==> config.mk <==
export PLATFORM = sky130hd
export DESIGN_NAME = ioctl_rom_loader
export DESIGN_NICKNAME = d
export VERILOG_FILES = /design/src/rtl/ioctl_rom_loader.sv
export SDC_FILE = /design/constraint.sdc
export NUM_CORES = 1
export LEC_CHECK = 0
export ABC_CLOCK_PERIOD_IN_PS = 5280
export BUFFER_PORTS_ARGS = -buffer_cell sky130_fd_sc_hd__buf_2
export CAP_MARGIN = 20
export CORE_MARGIN = 10
export CORE_UTILIZATION = 58
export CTS_CLUSTER_DIAMETER = 100
export CTS_CLUSTER_SIZE = 8
export DETAILED_ROUTE_END_ITERATION = 7
export PLACE_DENSITY = 0.95
export SKIP_LAST_GASP = 1
export SLEW_MARGIN = 20
export SYNTH_ARGS = -nofsm -noshare
export SYNTH_HDL_FRONTEND = slang
export SYNTH_SLANG_ARGS = --single-unit
==> constraint.sdc <==
create_clock -name clk_sys -period 5.28 [get_ports clk_sys]
set_clock_uncertainty 0.05 [all_clocks]
set_input_delay 0.528 -clock clk_sys [delete_from_list [all_inputs] [get_ports clk_sys]]
set_output_delay 0.528 -clock clk_sys [all_outputs]
set_load 0.03 [all_outputs]
==> src/rtl/ioctl_rom_loader.sv <==
// rtl/ioctl_rom_loader.sv - packs hps_io ioctl bytes into word writes across ROM/RAM regions
module ioctl_rom_loader #(
    parameter int DATA_W    = 16,
    parameter int REGIONS   = 4,
    parameter int REGION_AW = 14,
    parameter int ROM_INDEX = 0,
    localparam int BW  = DATA_W / 8,
    localparam int LB  = $clog2(BW),
    localparam int RW  = (REGIONS > 1) ? $clog2(REGIONS) : 1,
    localparam int WAW = REGION_AW - LB
) (
    input  logic                 clk_sys,
    input  logic                 reset_n,
    input  logic                 ioctl_download,
    input  logic [7:0]           ioctl_index,
    input  logic                 ioctl_wr,
    input  logic [24:0]          ioctl_addr,
    input  logic [7:0]           ioctl_data,
    output logic                 ioctl_wait,
    output logic                 wr_req,
    output logic [RW-1:0]        wr_region,
    output logic [WAW-1:0]       wr_addr,
    output logic [DATA_W-1:0]    wr_data,
    output logic [BW-1:0]        wr_be,
    input  logic                 wr_ack,
    output logic                 loading,
    output logic                 done,
    output logic [REGIONS-1:0]   region_loaded,
    output logic                 overflow,
    output logic [15:0]          checksum
);

    // byte address width covering all regions, and the matching word index width
    localparam int TAW = REGION_AW + $clog2(REGIONS);
    localparam int WIW = TAW - LB;
    localparam logic [31:0] LIMIT = 32'(REGIONS) << REGION_AW;

    typedef enum logic [1:0] {S_IDLE, S_COLLECT, S_FLUSH, S_FINISH} state_t;

    state_t              state_q, state_d;
    logic                dl_q;
    logic [DATA_W-1:0]   pack_data_q, pack_data_d;
    logic [BW-1:0]       pack_be_q, pack_be_d;
    logic [WIW-1:0]      pack_widx_q, pack_widx_d;
    logic                skid_valid_q, skid_valid_d;
    logic [TAW-1:0]      skid_addr_q, skid_addr_d;
    logic [7:0]          skid_data_q, skid_data_d;
    logic                fall_q, fall_d;
    logic [REGIONS-1:0]  region_loaded_d;
    logic                overflow_d;
    logic [15:0]         checksum_d;

    logic                strobe, in_range, fall_now, ended, pack_empty, use_src;
    logic [TAW-1:0]      src_addr;
    logic [7:0]          src_data;
    logic [31:0]         src_lane;
    logic [WIW-1:0]      src_widx;

    assign ioctl_wait = (state_q == S_FLUSH) | skid_valid_q;
    assign wr_req     = (state_q == S_FLUSH);
    assign loading    = (state_q == S_COLLECT) | (state_q == S_FLUSH);
    assign done       = (state_q == S_FINISH);
    assign wr_region  = RW'(pack_widx_q >> WAW);
    assign wr_addr    = pack_widx_q[WAW-1:0];
    assign wr_data    = pack_data_q;
    assign wr_be      = pack_be_q;

    // state and datapath registers
    always_ff @(posedge clk_sys or negedge reset_n) begin
        if (!reset_n) begin
            state_q       <= S_IDLE;
            dl_q          <= 1'b0;
            pack_data_q   <= '0;
            pack_be_q     <= '0;
            pack_widx_q   <= '0;
            skid_valid_q  <= 1'b0;
            skid_addr_q   <= '0;
            skid_data_q   <= '0;
            fall_q        <= 1'b0;
            region_loaded <= '0;
            overflow      <= 1'b0;
            checksum      <= '0;
        end else begin
            state_q       <= state_d;
            dl_q          <= ioctl_download;
            pack_data_q   <= pack_data_d;
            pack_be_q     <= pack_be_d;
            pack_widx_q   <= pack_widx_d;
            skid_valid_q  <= skid_valid_d;
            skid_addr_q   <= skid_addr_d;
            skid_data_q   <= skid_data_d;
            fall_q        <= fall_d;
            region_loaded <= region_loaded_d;
            overflow      <= overflow_d;
            checksum      <= checksum_d;
        end
    end

    // next-state: byte packing, skid capture, flush handshake and download end
    always_comb begin
        state_d         = state_q;
        pack_data_d     = pack_data_q;
        pack_be_d       = pack_be_q;
        pack_widx_d     = pack_widx_q;
        skid_valid_d    = skid_valid_q;
        skid_addr_d     = skid_addr_q;
        skid_data_d     = skid_data_q;
        fall_d          = fall_q;
        region_loaded_d = region_loaded;
        overflow_d      = overflow;
        checksum_d      = checksum;
        use_src         = 1'b0;

        strobe     = ioctl_wr & ioctl_download;
        in_range   = {7'd0, ioctl_addr} < LIMIT;
        fall_now   = dl_q & ~ioctl_download;
        ended      = fall_q | fall_now;
        pack_empty = (pack_be_q == '0);

        // a held skid byte always goes ahead of any new strobe
        src_addr = skid_valid_q ? skid_addr_q : ioctl_addr[TAW-1:0];
        src_data = skid_valid_q ? skid_data_q : ioctl_data;
        src_lane = 32'(src_addr) % 32'(BW);
        src_widx = WIW'(32'(src_addr) / 32'(BW));

        case (state_q)
            S_IDLE: begin
                if (ioctl_download && !dl_q && ioctl_index == 8'(ROM_INDEX)) begin
                    state_d         = S_COLLECT;
                    region_loaded_d = '0;
                    overflow_d      = 1'b0;
                    checksum_d      = '0;
                    fall_d          = 1'b0;
                    pack_be_d       = '0;
                    pack_data_d     = '0;
                    skid_valid_d    = 1'b0;
                end
            end
            S_COLLECT: begin
                if (fall_now) fall_d = 1'b1;
                if (skid_valid_q) begin
                    use_src = 1'b1;
                    if (strobe) overflow_d = 1'b1;
                end else if (ended) begin
                    fall_d  = 1'b1;
                    state_d = pack_empty ? S_FINISH : S_FLUSH;
                end else if (strobe) begin
                    if (!in_range) begin
                        overflow_d = 1'b1;
                    end else begin
                        use_src    = 1'b1;
                        checksum_d = checksum + 16'(ioctl_data);
                    end
                end
            end
            S_FLUSH: begin
                if (fall_now) fall_d = 1'b1;
                if (strobe) begin
                    if (!in_range || skid_valid_q) begin
                        overflow_d = 1'b1;
                    end else begin
                        skid_valid_d = 1'b1;
                        skid_addr_d  = ioctl_addr[TAW-1:0];
                        skid_data_d  = ioctl_data;
                        checksum_d   = checksum + 16'(ioctl_data);
                    end
                end
                if (wr_ack) begin
                    pack_be_d   = '0;
                    pack_data_d = '0;
                    for (int r = 0; r < REGIONS; r++)
                        if (wr_region == RW'(r)) region_loaded_d[r] = 1'b1;
                    state_d = (!skid_valid_d && ended) ? S_FINISH : S_COLLECT;
                end
            end
            S_FINISH: begin
                fall_d  = 1'b0;
                state_d = S_IDLE;
            end
            default: state_d = S_IDLE;
        endcase

        // place the selected byte: new word while packing parks it in the skid
        if (use_src) begin
            if (!pack_empty && src_widx != pack_widx_q) begin
                skid_valid_d = 1'b1;
                skid_addr_d  = src_addr;
                skid_data_d  = src_data;
                state_d      = S_FLUSH;
            end else begin
                skid_valid_d = 1'b0;
                pack_widx_d  = src_widx;
                for (int i = 0; i < BW; i++) begin
                    if (src_lane == 32'(i)) begin
                        pack_data_d[i*8 +: 8] = src_data;
                        pack_be_d[i]          = 1'b1;
                    end
                end
                if (src_lane == 32'(BW - 1)) state_d = S_FLUSH;
            end
        end
    end

endmodule
==> insert_results.sql, run 1 <==
INSERT INTO impl_metrics (metric_group, metric, value, unit) VALUES
('route', 'drt-pass1-iter-count', '7', ''),
('route', 'drc', '0', ''),
('critical_path', 'r2r_cells', '8', ''),
('route', 'drt-wirelength-per-cell', '18.9', 'µm'),
('sta', 'report.final.hold_viol_count', '0', ''),
('synth', 'proportion_of_register_bits_with_asynchronous_set_or_reset_after_synthesis', '100', '%'),
('critical_path', 'rr_endpoint', 'wr_data[9]', ''),
('finish', 'final_net_count', '571', ''),
('route', 'viasPerCell', '5.92', ''),
('floorplan', 'die_height', '106', 'µm'),
('grt', 'grt.overflow.total', '0', ''),
('grt', 'via_count_of_the_first_global_routing_pass', '3775', ''),
('power', 'design_power_total', '1890', 'µW'),
('synth', 'postSynthNetCount', '473', ''),
('floorplan', 'io_pins', '104', ''),
('finish', 'final-instance-count-excl-fill', '616', ''),
('synth', 'ys.flop_type', 'dfrtp_1', ''),
('power', 'p_seq_share', '38.0', '%'),
('power', 'power_density', '370', 'mW/mm²'),
('synth', 'post_synth_num_cell_types', '47', ''),
('clock_tree', 'htreeDepth', '3', ''),
('clock_tree', 'clock_latency_at_the_later_pin_of_the_worst_skew_pair', '370', 'ps'),
('route', 'dr_total_vias', '3645', ''),
('clock_tree', 'ctsLongestPathBuffers', '2', ''),
('floorplan', 'die_area', '0.0113', 'mm²'),
('critical_path', 'cpMaxStageDelayCell', 'dfrtp_1', ''),
('power', 'clockPowerShare', '25.8', '%'),
('route', 'routed_wire_length', '11.7', 'mm'),
('floorplan', 'core.rowCount', '31', ''),
('critical_path', 'cp_max_fo', '17', ''),
('synth', 'netlist_area', '0.00432', 'mm²'),
('clock_tree', 'tritoncts', 'built', ''),
('critical_path', 'worst_ep_required_time', '5460', 'ps'),
('synth', 'post_synth_xor_xnor_area', '4.05', '%'),
('route', 'final_antenna_net_count', '0', ''),
('clock_tree', 'postCtsResizedCells', '0', ''),
('grt', 'grt_pass1_wl', '18.8', 'mm'),
('finish', 'finalCoreUtilization', '70.5', '%'),
('critical_path', 'regToRegStartpoint', 'skid_valid_q', ''),
('sta', 'grt_setup_unrepaired', 'false', ''),
('finish', 'most-common-layout-cells', '102 x buf_2, 83 x dfrtp_1, 53 x o21ai_0', ''),
('route', 'drt_first_iter_violations', '199', ''),
('synth', 'synth_edf_count', '0', ''),
('grt', 'antenna_found_initial', '0', ''),
('critical_path', 'crit_path_max_incr_delay', '730', 'ps'),
('synth', 'post_synth_and_or_nand_nor_area_fraction', '11.9', '%'),
('critical_path', 'path_common_cell', 'mux2i_1', ''),
('finish', 'final_common_cell', 'buf_2', ''),
('clock_tree', 'clock_tree.root_cell', 'clkbuf_8', ''),
('synth', 'dominant_combinational_cell_family_by_area_after_synthesis', 'multiplexers', ''),
('critical_path', 'cp-end-kind', 'register', ''),
('finish', 'synthToLayoutAreaGrowth', '18.3', '%'),
('placed_design', 'weighted_congestion_reported_at_the_end_of_routability_driven_placement', '0.933', ''),
('run', 'max_cap_viol_count', '0', ''),
('placed_design', 'placement.cell_area', '0.00488', 'mm²'),
('power', 'leakage', '0.00258', 'µW'),
('sta', 'finalCritPeriodShare', '63.9', '%'),
('synth', 'postSynthAreaPerCell', '10.4', 'µm²'),
('placed_design', 'place.detailed.instances', '600', ''),
('critical_path', 'critPathArrivalTime', '3550', 'ps'),
('synth', 'yosys.area_share.adder', '3.94', '%'),
('placed_design', 'port_buffers', '103', ''),
('power', 'worst_vdd_drop', '224', 'µV'),
('outcome', 'outcome', 'complete, no violations', ''),
('floorplan', 'dieWidth', '106', 'µm'),
('power', 'power_frac_comb', '36.2', '%'),
('clock_tree', 'cts_made_buffers', '9', ''),
('sta', 'finalMaxSlewViolations', '0', ''),
('grt', 'pin_count_of_the_biggest_net_entering_global_routing', '84', ''),
('power', 'intPower', '1130', 'µW'),
('critical_path', 'crit_type', 'reg2reg', '');
kinds of logic after synthesis:
group,after synthesis
AO/OA/AOI/OAI,94
XOR/XNOR,20
adder cells (fa/ha/maj),13
buffers and inverters,26
flip-flops,83
multiplexers,68
AND/OR/NAND/NOR,110
worst max-delay path, delay by kind of cell, from the launching register on:
family / cells / cell delay (ps)
xor gates and xnor gates: 1 / 110
AOI/OAI and AO/OA: 1 / 350
and+or+nand+nor: 3 / 1050
DFF: 1 / 730
buffers and inverters: 1 / 410
muxes: 2 / 530
flip-flops by register name, indices dropped and copies added, names as in the netlist:
signal,flops
wr_data,16
checksum,16
dl_q,1
pack_widx_q,15
state_q,2
fall_q,1
region_loaded,4
skid_data_q,8
skid_addr_q,16
skid_valid_q,1
overflow,1
wr_be,2
power groups by stage:
stage	clock network [µW]	logic [µW]	registers [µW]
after global routing	520	757	726
after floorplan	0	415	789
after CTS	492	674	718
final	490	685	720
after detailed placement	0	671	730
after global placement	0	637	728
cells in the mapped netlist (all sizes together) (2+ instances only):
cell    number  area share (%)
dfrtp       83              48
o21ai       55             6.5
nand2       47             4.1
mux2i       43              10
mux2        25             6.5
nor2        24             2.1
a21oi       16             1.9
xnor2       15             3.0
ha          12             3.5
clkbuf       9            0.78
inv          9            0.78
buf          8             1.4
nor2b        7             1.0
nand3        6            0.69
nor4         5            0.72
xor2         5             1.0
o31ai        4            0.69
a21o         3            0.52
a31oi        3            0.43
and3         3            0.43
nand2b       3            0.43
nand4        3            0.43
a211oi       2            0.35
nand3b       2            0.35
nor3         2            0.23
o41ai        2            0.41
or2          2            0.29
or3          2            0.29
layout make-up:
class | count | area, µm²
Clock buffer | 10 | 138
Clock inverter | 6 | 71.3
Fill cell | 516 | 2140
Inverter | 9 | 33.8
Multi-Input combinational cell | 305 | 2140
Sequential cell | 83 | 2080
Tap cell | 99 | 124
Timing Repair Buffer | 104 | 529
worst min path at each step:
stage	startpoint	cells past startpoint	slack, ps	endpoint
after floorplan	reset_n	0	180	checksum[0]
after global placement	region_loaded[3]	2	420	region_loaded[3]
after detailed placement	region_loaded[3]	2	430	region_loaded[3]
after CTS	ioctl_download	1	270	dl_q
after global routing	reset_n	1	200	dl_q
final	reset_n	1	130	dl_q
routing by layer:
layer | up-vias | GRT usage (%) | wire (µm)
met5 | - | 0 | 0
met4 | 0 | 6.96 | 228
met3 | 23 | 6.16 | 976
met2 | 183 | 34.0 | 5880
met1 | 1776 | 24.4 | 4580
li1 | 1663 | - | -
stage by stage:
step	hold WS [ps]	setup slack (ps)
after detailed placement	433	1810
after floorplan	182	2920
after global placement	420	2020
after CTS	270	1760
after global routing	203	1760
final	134	1910
No activity file was read; power rests on OpenSTA's default activity.
==> run 2, diff against run 1 <==
--- a/config.mk
+++ b/config.mk
@@ -5,15 +5,15 @@
 export SDC_FILE = /design/constraint.sdc
 export NUM_CORES = 1
 export LEC_CHECK = 0
-export ABC_CLOCK_PERIOD_IN_PS = 5280
+export ABC_CLOCK_PERIOD_IN_PS = 2700
 export BUFFER_PORTS_ARGS = -buffer_cell sky130_fd_sc_hd__buf_2
 export CAP_MARGIN = 20
 export CORE_MARGIN = 10
-export CORE_UTILIZATION = 58
+export CORE_UTILIZATION = 49
 export CTS_CLUSTER_DIAMETER = 100
 export CTS_CLUSTER_SIZE = 8
 export DETAILED_ROUTE_END_ITERATION = 7
-export PLACE_DENSITY = 0.95
+export PLACE_DENSITY = 0.87
 export SKIP_LAST_GASP = 1
 export SLEW_MARGIN = 20
 export SYNTH_ARGS = -nofsm -noshare
==> constraint.sdc (replaced) <==
create_clock -name clk_sys -period 2.7 [get_ports clk_sys]
set_clock_uncertainty 0.05 [all_clocks]
set_input_delay 0.27 -clock clk_sys [delete_from_list [all_inputs] [get_ports clk_sys]]
set_output_delay 0.27 -clock clk_sys [all_outputs]
set_load 0.03 [all_outputs]
==> run 2 against run 1 <==
Die area up 15%. Utilization shrank 9.9 points. Register-to-register slack worse by 1700 ps. Critical path depth unchanged. Sequential share of layout area shrank 0.92 points. Clock-buffer cell count decreased by 1. Global-route usage down 2.8 points. Via count fell by 2.3%. Sequential power grew 96%. Hold slack got worse by 86 ps. Combinational power rose by 97%. Fmax up 35%. Critical endpoint is now wr_data[8]. Largest cell class unchanged. Largest power group unchanged.
==> insert_results.sql, run 2 (same netlist as run 1, synthesis figures left out) <==
INSERT INTO impl_metrics (metric_group, metric, value, unit) VALUES
('finish', 'synthToLayoutAreaGrowth', '21.1', '%'),
('clock_tree', 'ctsLongestPathBuffers', '2', ''),
('clock_tree', 'clock_tree.root_cell', 'clkbuf_8', ''),
('clock_tree', 'clkSinkCount', '83', ''),
('route', 'final_antenna_net_count', '0', ''),
('sta', 'setup_viol_count_final', '0', ''),
('route', 'viasPerCell', '5.61', ''),
('critical_path', 'crit_type', 'reg2reg', ''),
('finish', 'final_common_cell', 'buf_2', ''),
('critical_path', 'cpMaxStageDelayCell', 'or3_4', ''),
('power', 'switchingPower', '1480', 'µW'),
('grt', 'grt.overflow.total', '0', ''),
('route', 'drt-pass1-iter-count', '5', ''),
('floorplan', 'fp.coreArea', '0.00864', 'mm²'),
('grt', 'grt_pass1_wl', '18.8', 'mm'),
('floorplan', 'initial_core_util', '50.1', '%'),
('power', 'p_seq_share', '39.1', '%'),
('power', 'intPower', '2120', 'µW'),
('sta', 'totalNegativeSetupSlack', '0', 'ps'),
('finish', 'layout-drive-gt1-share', '32.3', '%'),
('sta', 'grt_setup_unrepaired', 'false', ''),
('critical_path', 'cp_max_fo', '16', ''),
('floorplan', 'dieWidth', '114', 'µm'),
('power', 'power_frac_comb', '37.5', '%'),
('route', 'drt_first_iter_violations', '208', ''),
('floorplan', 'die_height', '114', 'µm'),
('sta', 'finalCritPeriodShare', '92.7', '%'),
('sta', 'finalMaxSlewViolations', '0', ''),
('grt', 'via_count_of_the_first_global_routing_pass', '3795', ''),
('sta', 'rel_slew_slack', '49.6', '%'),
('critical_path', 'cp-end-kind', 'register', ''),
('power', 'swShare', '41.0', '%'),
('clock_tree', 'clock_latency_at_the_later_pin_of_the_worst_skew_pair', '340', 'ps'),
('route', 'drt-wirelength-per-cell', '18.0', 'µm'),
('finish', 'n_fill_cell', '720', ''),
('critical_path', 'crit_path_max_incr_delay', '460', 'ps'),
('finish', 'finalCoreUtilization', '60.6', '%'),
('clock_tree', 'tritoncts', 'built', ''),
('floorplan', 'core.rowCount', '34', ''),
('floorplan', 'io_pins', '104', ''),
('critical_path', 'cp_top_family', 'simple AND/OR/NAND/NOR gates', ''),
('run', 'max_cap_viol_count', '0', ''),
('clock_tree', 'clk_transition_reported_paths', '90', 'ps'),
('power', 'power_density', '688', 'mW/mm²'),
('power', 'leakage', '0.00266', 'µW'),
('finish', 'most-common-layout-cells', '102 x buf_2, 83 x dfrtp_1, 53 x o21ai_0', ''),
('clock_tree', 'cts_made_buffers', '9', ''),
('sta', 'worst_slew_pin_slew', '756', 'ps'),
('sta', 'fin_crit', '2500', 'ps'),
('placed_design', 'port_buffers', '103', ''),
('finish', 'final_net_count', '581', ''),
('sta', 'report.final.hold_viol_count', '0', ''),
('power', 'worst_vdd_drop', '609', 'µV'),
('placed_design', 'placement.cell_area', '0.00496', 'mm²'),
('critical_path', 'worst_ep_required_time', '2910', 'ps'),
('sta', 'fmax', '399', 'MHz'),
('outcome', 'outcome', 'complete, no violations', ''),
('grt', 'pin_count_of_the_biggest_net_entering_global_routing', '84', ''),
('route', 'routed_wire_length', '11.4', 'mm'),
('grt', 'grt.total_usage', '17.5', '%'),
('critical_path', 'critPathArrivalTime', '2720', 'ps'),
('critical_path', 'cp_num_buf_inv', '1', ''),
('finish', 'antennaDiodeCount', '0', ''),
('critical_path', 'path_cells', 'buf_12, mux2i_2, xnor2_1, nor4_1, nand2_1, o22a_2, or3_4, mux2i_1', ''),
('route', 'dr_total_vias', '3561', ''),
('critical_path', 'critical_path.startpoint_type', 'register', ''),
('finish', 'fin_area', '0.00523', 'mm²'),
('min_path', 'worst_hold_path_type', 'in2reg', ''),
('power', 'clockPowerShare', '23.4', '%'),
('placed_design', 'weighted_congestion_reported_at_the_end_of_routability_driven_placement', '0.876', ''),
('route', 'drc', '0', ''),
('grt', 'antenna_found_initial', '0', ''),
('clock_tree', 'htreeDepth', '3', ''),
('placed_design', 'detailedPlacementHpwl', '8.57', 'mm'),
('floorplan', 'die_area', '0.0130', 'mm²');
-- run 2: cell count changes in the layout (fill, tap and decap cells not counted), moves of 2 or more --
cell,delta
buf_4,+7
mux2i_1,-5
mux2i_2,+5
clkinv_4,+2
clkinvlp_4,-2
nor4_1,-2
nor4_2,+2
-- run 2: worst paths after layout --
| path | slack [ps] | end | start | depth (start not counted) |
|---|---|---|---|---|
| max | 200 | wr_data[8] | skid_valid_q | 8 |
| min | 50 | dl_q | ioctl_download | 1 |
| max reg2reg | 200 | wr_data[8] | skid_valid_q | 8 |
| min reg2reg | 450 | region_loaded[3] | region_loaded[3] | 2 |
| max in group asynchronous | 1590 | wr_be[0] | reset_n | 2 |
| min in group asynchronous | 480 | skid_addr_q[1] | reset_n | 2 |
-- run 2: cell type report --
class                      count  area, µm²  share of cell area [%]
clock inverter                 7       60.1                    1.15
tap                          108        135                    2.58
clock buffer                   9        124                    2.37
inverter                       9       33.8                   0.645
multi-input combinational    305       2170                    41.4
timing repair buffer         114        637                    12.2
sequential                    83       2080                    39.7
-- run 2: routing by layer --
layer / GRT usage, % / share of wire [%] / up-vias
li1: - / - / 1686
met1: 22.0 / 43 / 1737
met4: 4.85 / 1.0 / 0
met3: 4.25 / 5.5 / 11
met2: 29.2 / 50 / 127
met5: 0 / 0 / -
-- run 2: repair_timing --
item	CTS	global route
setup buffers	0	1
hold endpoints to repair	0	83
resized for setup	1	8
setup endpoints to repair	3	55
gates cloned	0	1
pin swaps	0	2
hold buffers	0	1
-- run 2: power by group through the flow --
stage / Clock [µW] / Combinational, µW / Sequential, µW
6_report: 843 / 1350 / 1410
5_1_grt: 912 / 1510 / 1420
4_1_cts: 857 / 1340 / 1410
3_5_place_dp: 0 / 1340 / 1430
3_3_place_gp: 0 / 1270 / 1420
2_1_floorplan: 0 / 812 / 1540
-- run 2: metrics by stage --
stage          setup WS [ps]  hold WS (ps)  instances  power [µW]
2_1_floorplan            342         -75.6        414        2360
3_3_place_gp             137           392        616        2700
3_5_place_dp            8.53           393        616        2770
4_1_cts                  132          32.0        632        3610
5_1_grt                 7.36          32.6        635        3840
6_report                 196          48.1        635        3600
-- run 2: worst reg2reg max path, stage by stage (launching register included) --
cell     delay (ps)
dfrtp_1         410
buf_12          200
mux2i_2         280
xnor2_1         110
nor4_1          300
nand2_1         180
o22a_2          250
or3_4           460
mux2i_1         210
